--- config.mk ---
export PLATFORM = sky130hd
export DESIGN_NAME = imem_fetch_sync
export DESIGN_NICKNAME = d
export VERILOG_FILES = /design/src/rtl/imem_fetch_sync.sv
export SDC_FILE = /design/constraint.sdc
export NUM_CORES = 1
export LEC_CHECK = 0
export ABC_CLOCK_PERIOD_IN_PS = 3650
export CAP_MARGIN = 25
export CORE_ASPECT_RATIO = 0.9
export CORE_MARGIN = 2
export CORE_UTILIZATION = 53
export DETAILED_ROUTE_END_ITERATION = 7
export PLACE_DENSITY_LB_ADDON = 0.08
export SETUP_SLACK_MARGIN = 0.4
export SYNTH_ARGS = -nofsm -noshare
export SYNTH_HDL_FRONTEND = slang
export SYNTH_SLANG_ARGS = --single-unit
--- constraint.sdc ---
create_clock -name clk -period 3.65 [get_ports clk]
set_input_delay 0.5475 -clock clk [delete_from_list [all_inputs] [get_ports clk]]
set_output_delay 0.5475 -clock clk [all_outputs]
set_load 0.02 [all_outputs]
--- src/rtl/imem_fetch_sync.sv ---
// Synchronous-read byte-addressed instruction memory with streaming byte loader.
// Define IMEM_ALIGN_CHECK_EN to fault on fetches with fetch_addr[1:0] != 0.
module imem_fetch_sync #(
  parameter int          ADDR_W      = 64,
  parameter int          DEPTH_BYTES = 128,
  parameter logic [31:0] NOP_WORD    = 32'h00000013
) (
  input  logic              clk,
  input  logic              reset,
  input  logic              fetch_req,
  input  logic [ADDR_W-1:0] fetch_addr,
  output logic              fetch_ready,
  output logic              inst_valid,
  output logic [31:0]       instruction,
  output logic              inst_fault,
  input  logic              load_start,
  input  logic [ADDR_W-1:0] load_base,
  input  logic              load_valid,
  input  logic [7:0]        load_byte,
  output logic              load_busy
);

  localparam int AW = $clog2(DEPTH_BYTES);
  localparam logic [ADDR_W-1:0] LAST_ADDR = ADDR_W'(DEPTH_BYTES - 4);
  localparam logic [ADDR_W-1:0] DEPTH_A   = ADDR_W'(DEPTH_BYTES);
  localparam logic [AW-1:0]     LAST_PTR  = AW'(DEPTH_BYTES - 1);

  typedef enum logic {S_IDLE, S_LOAD} state_t;

  state_t        r_state;
  logic [1:0]    r_idle_cnt;
  logic [AW-1:0] r_ptr;
  logic          r_valid;
  logic          r_fault;
  logic          r_busy;
  logic [31:0]   r_instr;
  logic [7:0]    r_mem [DEPTH_BYTES];

  logic          w_accept;
  logic          w_range_flt;
  logic          w_align_flt;
  logic          w_fault;
  logic          w_we;
  logic [AW-1:0] w_base;
  logic [AW-1:0] w_waddr;
  logic [AW-1:0] w_wnext;
  logic [AW-1:0] w_ra;
  logic [31:0]   w_rdata;

  assign fetch_ready = (r_state == S_IDLE) && !load_start;
  assign inst_valid  = r_valid;
  assign instruction = r_instr;
  assign inst_fault  = r_fault;
  assign load_busy   = r_busy;

  assign w_accept = fetch_req && fetch_ready;

  // load_start redirects the write pointer in the same cycle it is seen
  assign w_base  = AW'(load_base % DEPTH_A);
  assign w_waddr = load_start ? w_base : r_ptr;
  assign w_wnext = (w_waddr == LAST_PTR) ? '0 : w_waddr + 1'b1;
  assign w_we    = load_valid && (load_start || r_state == S_LOAD);

  assign w_range_flt = fetch_addr > LAST_ADDR;
`ifdef IMEM_ALIGN_CHECK_EN
  assign w_align_flt = |fetch_addr[1:0];
`else
  assign w_align_flt = 1'b0;
`endif
  assign w_fault = w_range_flt || w_align_flt;

  assign w_ra    = {fetch_addr[AW-1:2], 2'b00};
  assign w_rdata = {r_mem[w_ra + AW'(3)], r_mem[w_ra + AW'(2)],
                    r_mem[w_ra + AW'(1)], r_mem[w_ra]};

  always_ff @(posedge clk) begin
    if (!reset && w_we) begin
      r_mem[w_waddr] <= load_byte;
    end
  end

  always_ff @(posedge clk) begin
    if (reset) begin
      r_state    <= S_IDLE;
      r_idle_cnt <= 2'd0;
      r_ptr      <= '0;
      r_valid    <= 1'b0;
      r_fault    <= 1'b0;
      r_instr    <= NOP_WORD;
      r_busy     <= 1'b0;
    end else begin
      r_valid <= w_accept;
      if (w_accept) begin
        r_fault <= w_fault;
        r_instr <= w_fault ? NOP_WORD : w_rdata;
      end
      unique case (r_state)
        S_IDLE: begin
          if (load_start) begin
            r_state    <= S_LOAD;
            r_busy     <= 1'b1;
            r_idle_cnt <= 2'd0;
            r_ptr      <= load_valid ? w_wnext : w_base;
          end
        end
        S_LOAD: begin
          if (load_start) begin
            r_idle_cnt <= 2'd0;
            r_ptr      <= load_valid ? w_wnext : w_base;
          end else if (load_valid) begin
            r_idle_cnt <= 2'd0;
            r_ptr      <= w_wnext;
          end else if (r_idle_cnt == 2'd1) begin
            // second consecutive quiet cycle ends the burst
            r_state    <= S_IDLE;
            r_busy     <= 1'b0;
            r_idle_cnt <= 2'd0;
          end else begin
            r_idle_cnt <= r_idle_cnt + 2'd1;
          end
        end
      endcase
    end
  end

endmodule

==> impl_metrics.yaml <==
critical_path:
  start_kind: "primary input"
  reg2reg_depth: 7
  critical_path_arrival_ns: 3.13
  cp_max_fo: 25
  endpoint_kind: "flip-flop"
  cp.buffers_inverters: 3
  path_cells: "clkdlybuf4s50_1 > buf_4 > nand2_1 > o32ai_1 > nand3_1 > nor2_1 > buf_4"
  crit_type: "primary input to flip-flop"
  timing.rr.start: "r_state$_SDFF_PP0_"
  path_common_cell: "buf_4"
  critPathMaxStageDelay_ns: 0.68
  r2r-end: "r_mem[32][1]$_DFFE_PP_"
  regToRegSetupSlack_ns: 0.94
  slowest_stage: "nand3_1"
  crit_family: "simple AND/OR/NAND/NOR gates"
  worstPathRequired_ns: 3.99
clock_network:
  cts_tree: "done"
  cts.htree.levels: 3
  numCtsBuffers: 104
  cts_buffer_depth: 3
  ctsResizeCount: 0
  postCtsSetupBuffers: 0
  cts-root-buf: "clkbuf_16"
  hold_buffers: 0
  cts.sinks: 1069
  clock_latency_ns: 0.66
  clk_pin_slew_ns: 0.06
synth:
  synth_compound_area_frac: 0.03216
  synth-edff-count: 1024
  synth_area_per_cell_um2: 20.70
  ys_ff_latch: 1069
  synthFlopType: "edfxtp_1"
  syn_inst: 1996
  synth_warnings: 0
  synthAdderAreaFrac: 0.0006056
  syn-cell-area_um2: 41320
  ys_seq_area_frac: 0.7659
  muxShareOfSynthArea: 0.1441
  synth_top_family_by_area: "multiplexers"
  synthArstFlopShare: 0
  synthDistinctLibCells: 52
  synth_nets: 2139
  synth-simple-area-share: 0.03773
  synth_xor_xnor_area_share: 0.001060
min_path:
  min_from: "load_byte[2]"
  holdPathEnd: "r_mem[42][2]$_DFFE_PP_"
  hold_class: "primary input to flip-flop"
  min_path_cells: 1
sta:
  tns_ns: 0
  hold_viol_final: 0
  rsz0062_at_grt: "false"
  worst_pin_slew_ns: 0.8906
  setup_violations: 0
  timing.fmax_mhz: 358.4
  final-max-slew-violation-count: 0
  setup_ws_ns: 0.8596
  relSlewSlack: 0.4040
  post-route-min-period_ns: 2.790
  period_share: 0.7645
  finalClockSkew_ns: 0.01762
place:
  numPortBuffers: 119
  place_congestion: 0.8294
  placed_area_um2: 44730
  post-place-ws_ns: 0.1427
  hpwl_mm: 56.39
power_and_ir_drop:
  ir_worst_vdd_mv: 0.4070
  pwr_density_cell_nw_per_um2: 537.5
  p_leak_uw: 0.01563
floorplanning:
  die_w_um: 298.3
  die_h_um: 268.9
  num_rows: 97
  start_util: 0.5328
  core_area_um2: 77550
  dieArea_um2: 80220
  boundaryPins: 177
detailed_routing:
  vias_per_cell: 5.984
  drc: 0
  routedWlPerCell_um: 27.10
  drt_iter0_drc: 1736
  dr_total_vias: 20580
  dr.pass1.iters: 5
  drt-total-wl_mm: 93.18
  drtAntennaViolNets: 0
final_layout:
  fillers: 5370
  n_antenna_cell: 0
  syn2layout_area_growth_pct: 17.43
  fin_util: 0.6257
  multi_input_comb_area_um2: 8921
  regArea_um2: 31650
  finalInstanceArea_um2: 48530
  drive_gt1_frac: 0.2796
  nNetsFinal: 2451
global_routing:
  overflow: 0
  antenna_found_initial: 2
  grt_max_degree: 129
  grt_first_pass_wirelength_mm: 137.2
  grt_pass1_vias: 21070
  grt_util_all_layers: 0.2361
status:
  outcome: "finished, final reports clean"
flow_run:
  drv_cap: 0
[worst max path at each step]
stage	from	to	slack [ns]	cells past startpoint
floorplan	load_start	r_mem[80][0]$_DFFE_PP_	0.41	9
global placement	load_start	r_mem[32][4]$_DFFE_PP_	0.22	6
detailed placement	load_start	r_mem[32][4]$_DFFE_PP_	0.14	6
CTS	load_start	r_mem[32][1]$_DFFE_PP_	0.82	6
global route	load_start	r_mem[32][1]$_DFFE_PP_	0.75	7
finish	load_start	r_mem[32][1]$_DFFE_PP_	0.86	7
[sequential cells by signal, indices dropped and copies added, names as in the netlist]
| signal | count |
|---|---|
| inst_fault | 1 |
| r_idle_cnt | 2 |
| load_busy | 1 |
| r_state | 1 |
| r_ptr | 7 |
| r_mem | 1024 |
| instruction | 32 |
| inst_valid | 1 |
[cells by family (layout without fill, tap and decap cells)]
group	count (synthesis)	in the layout
xor+xnor	5	5
mux	273	273
buf+inv	124	528
compound gates	189	189
flops	1069	1069
simple gates	334	334
fa+ha+maj	2	2
[synth_stat cells (3+ instances only)]
cell       number  area (um^2)
a2111oi_0       3        26.28
a211oi_1        8        60.06
a21oi_1         8        40.04
a22oi_1        59        442.9
and3_1         31        193.9
buf_2          36        180.2
buf_4          25        187.7
buf_6          19        214.0
clkbuf_1       28        105.1
dfxtp_1        45        900.9
edfxtp_1     1024        30750
inv_1          11        41.29
mux2i_1        14        140.1
mux4_2        256         5766
nand2_1        62        232.7
nand3_1        13        65.06
nand3b_1        3        22.52
nand4_1         5        31.28
nor2_1        148        555.5
nor2b_1         4        25.02
nor3_1         13        65.06
nor4_1         14        87.58
o21ai_0         7        35.03
o22ai_1        62        387.9
o31ai_1        29        217.7
o32a_1          3        30.03
o32ai_1         4        35.03
or2_2          30        187.7
xnor2_1         3        26.28
[per-layer routing]
metal,vias to the layer above,track usage,part of all wire
met3,129,0.04278,0.068
met2,747,0.3906,0.49
met4,4,0.05772,0.021
li1,8938,-,-
met1,10760,0.3313,0.42
met5,-,0,0.00024
[through the flow]
| step | cells | total power [uW] | hold WS, ns |
|---|---|---|---|
| after floorplan | 1996 | 14410 | 0.4507 |
| after global placement | 3236 | 14960 | 0.4355 |
| after detailed placement | 3237 | 14990 | 0.4468 |
| after CTS | 3435 | 26260 | 0.2746 |
| after global routing | 3439 | 26810 | 0.1970 |
| final | 3439 | 26080 | 0.2150 |
[cell type report]
cell class,instances,area share
clock buffer,138,0.06093
sequential,1069,0.6522
tap,1039,0.02679
inverter,12,0.0009282
multi-input combinational,803,0.1838
clock inverter,60,0.01496
timing repair buffer,318,0.06031
[layout by cell type (no fill, tap or decap), types with 8 or more instances in the layout]
master,count
a211oi_1,8
a22oi_1,59
and3_1,31
buf_12,12
buf_4,190
bufinv_16,17
clkbuf_1,17
clkbuf_16,109
clkbuf_8,12
clkdlybuf4s50_1,108
clkinv_1,18
clkinv_2,20
dfxtp_1,45
edfxtp_1,1024
inv_1,11
mux2i_1,14
mux4_2,256
nand2_1,62
nand3_1,13
nor2_1,147
nor3_1,13
nor4_1,14
o22ai_1,62
o31ai_1,29
or2_2,30
[where the power goes]
part           internal, uW  switching [uW]  total [uW]
registers             13400            15.1       13500
logic                   523             738        1260
clock network          6890            4470       11400
total                 20900            5220       26100
Note: power is estimated with default switching activity, not from simulation.
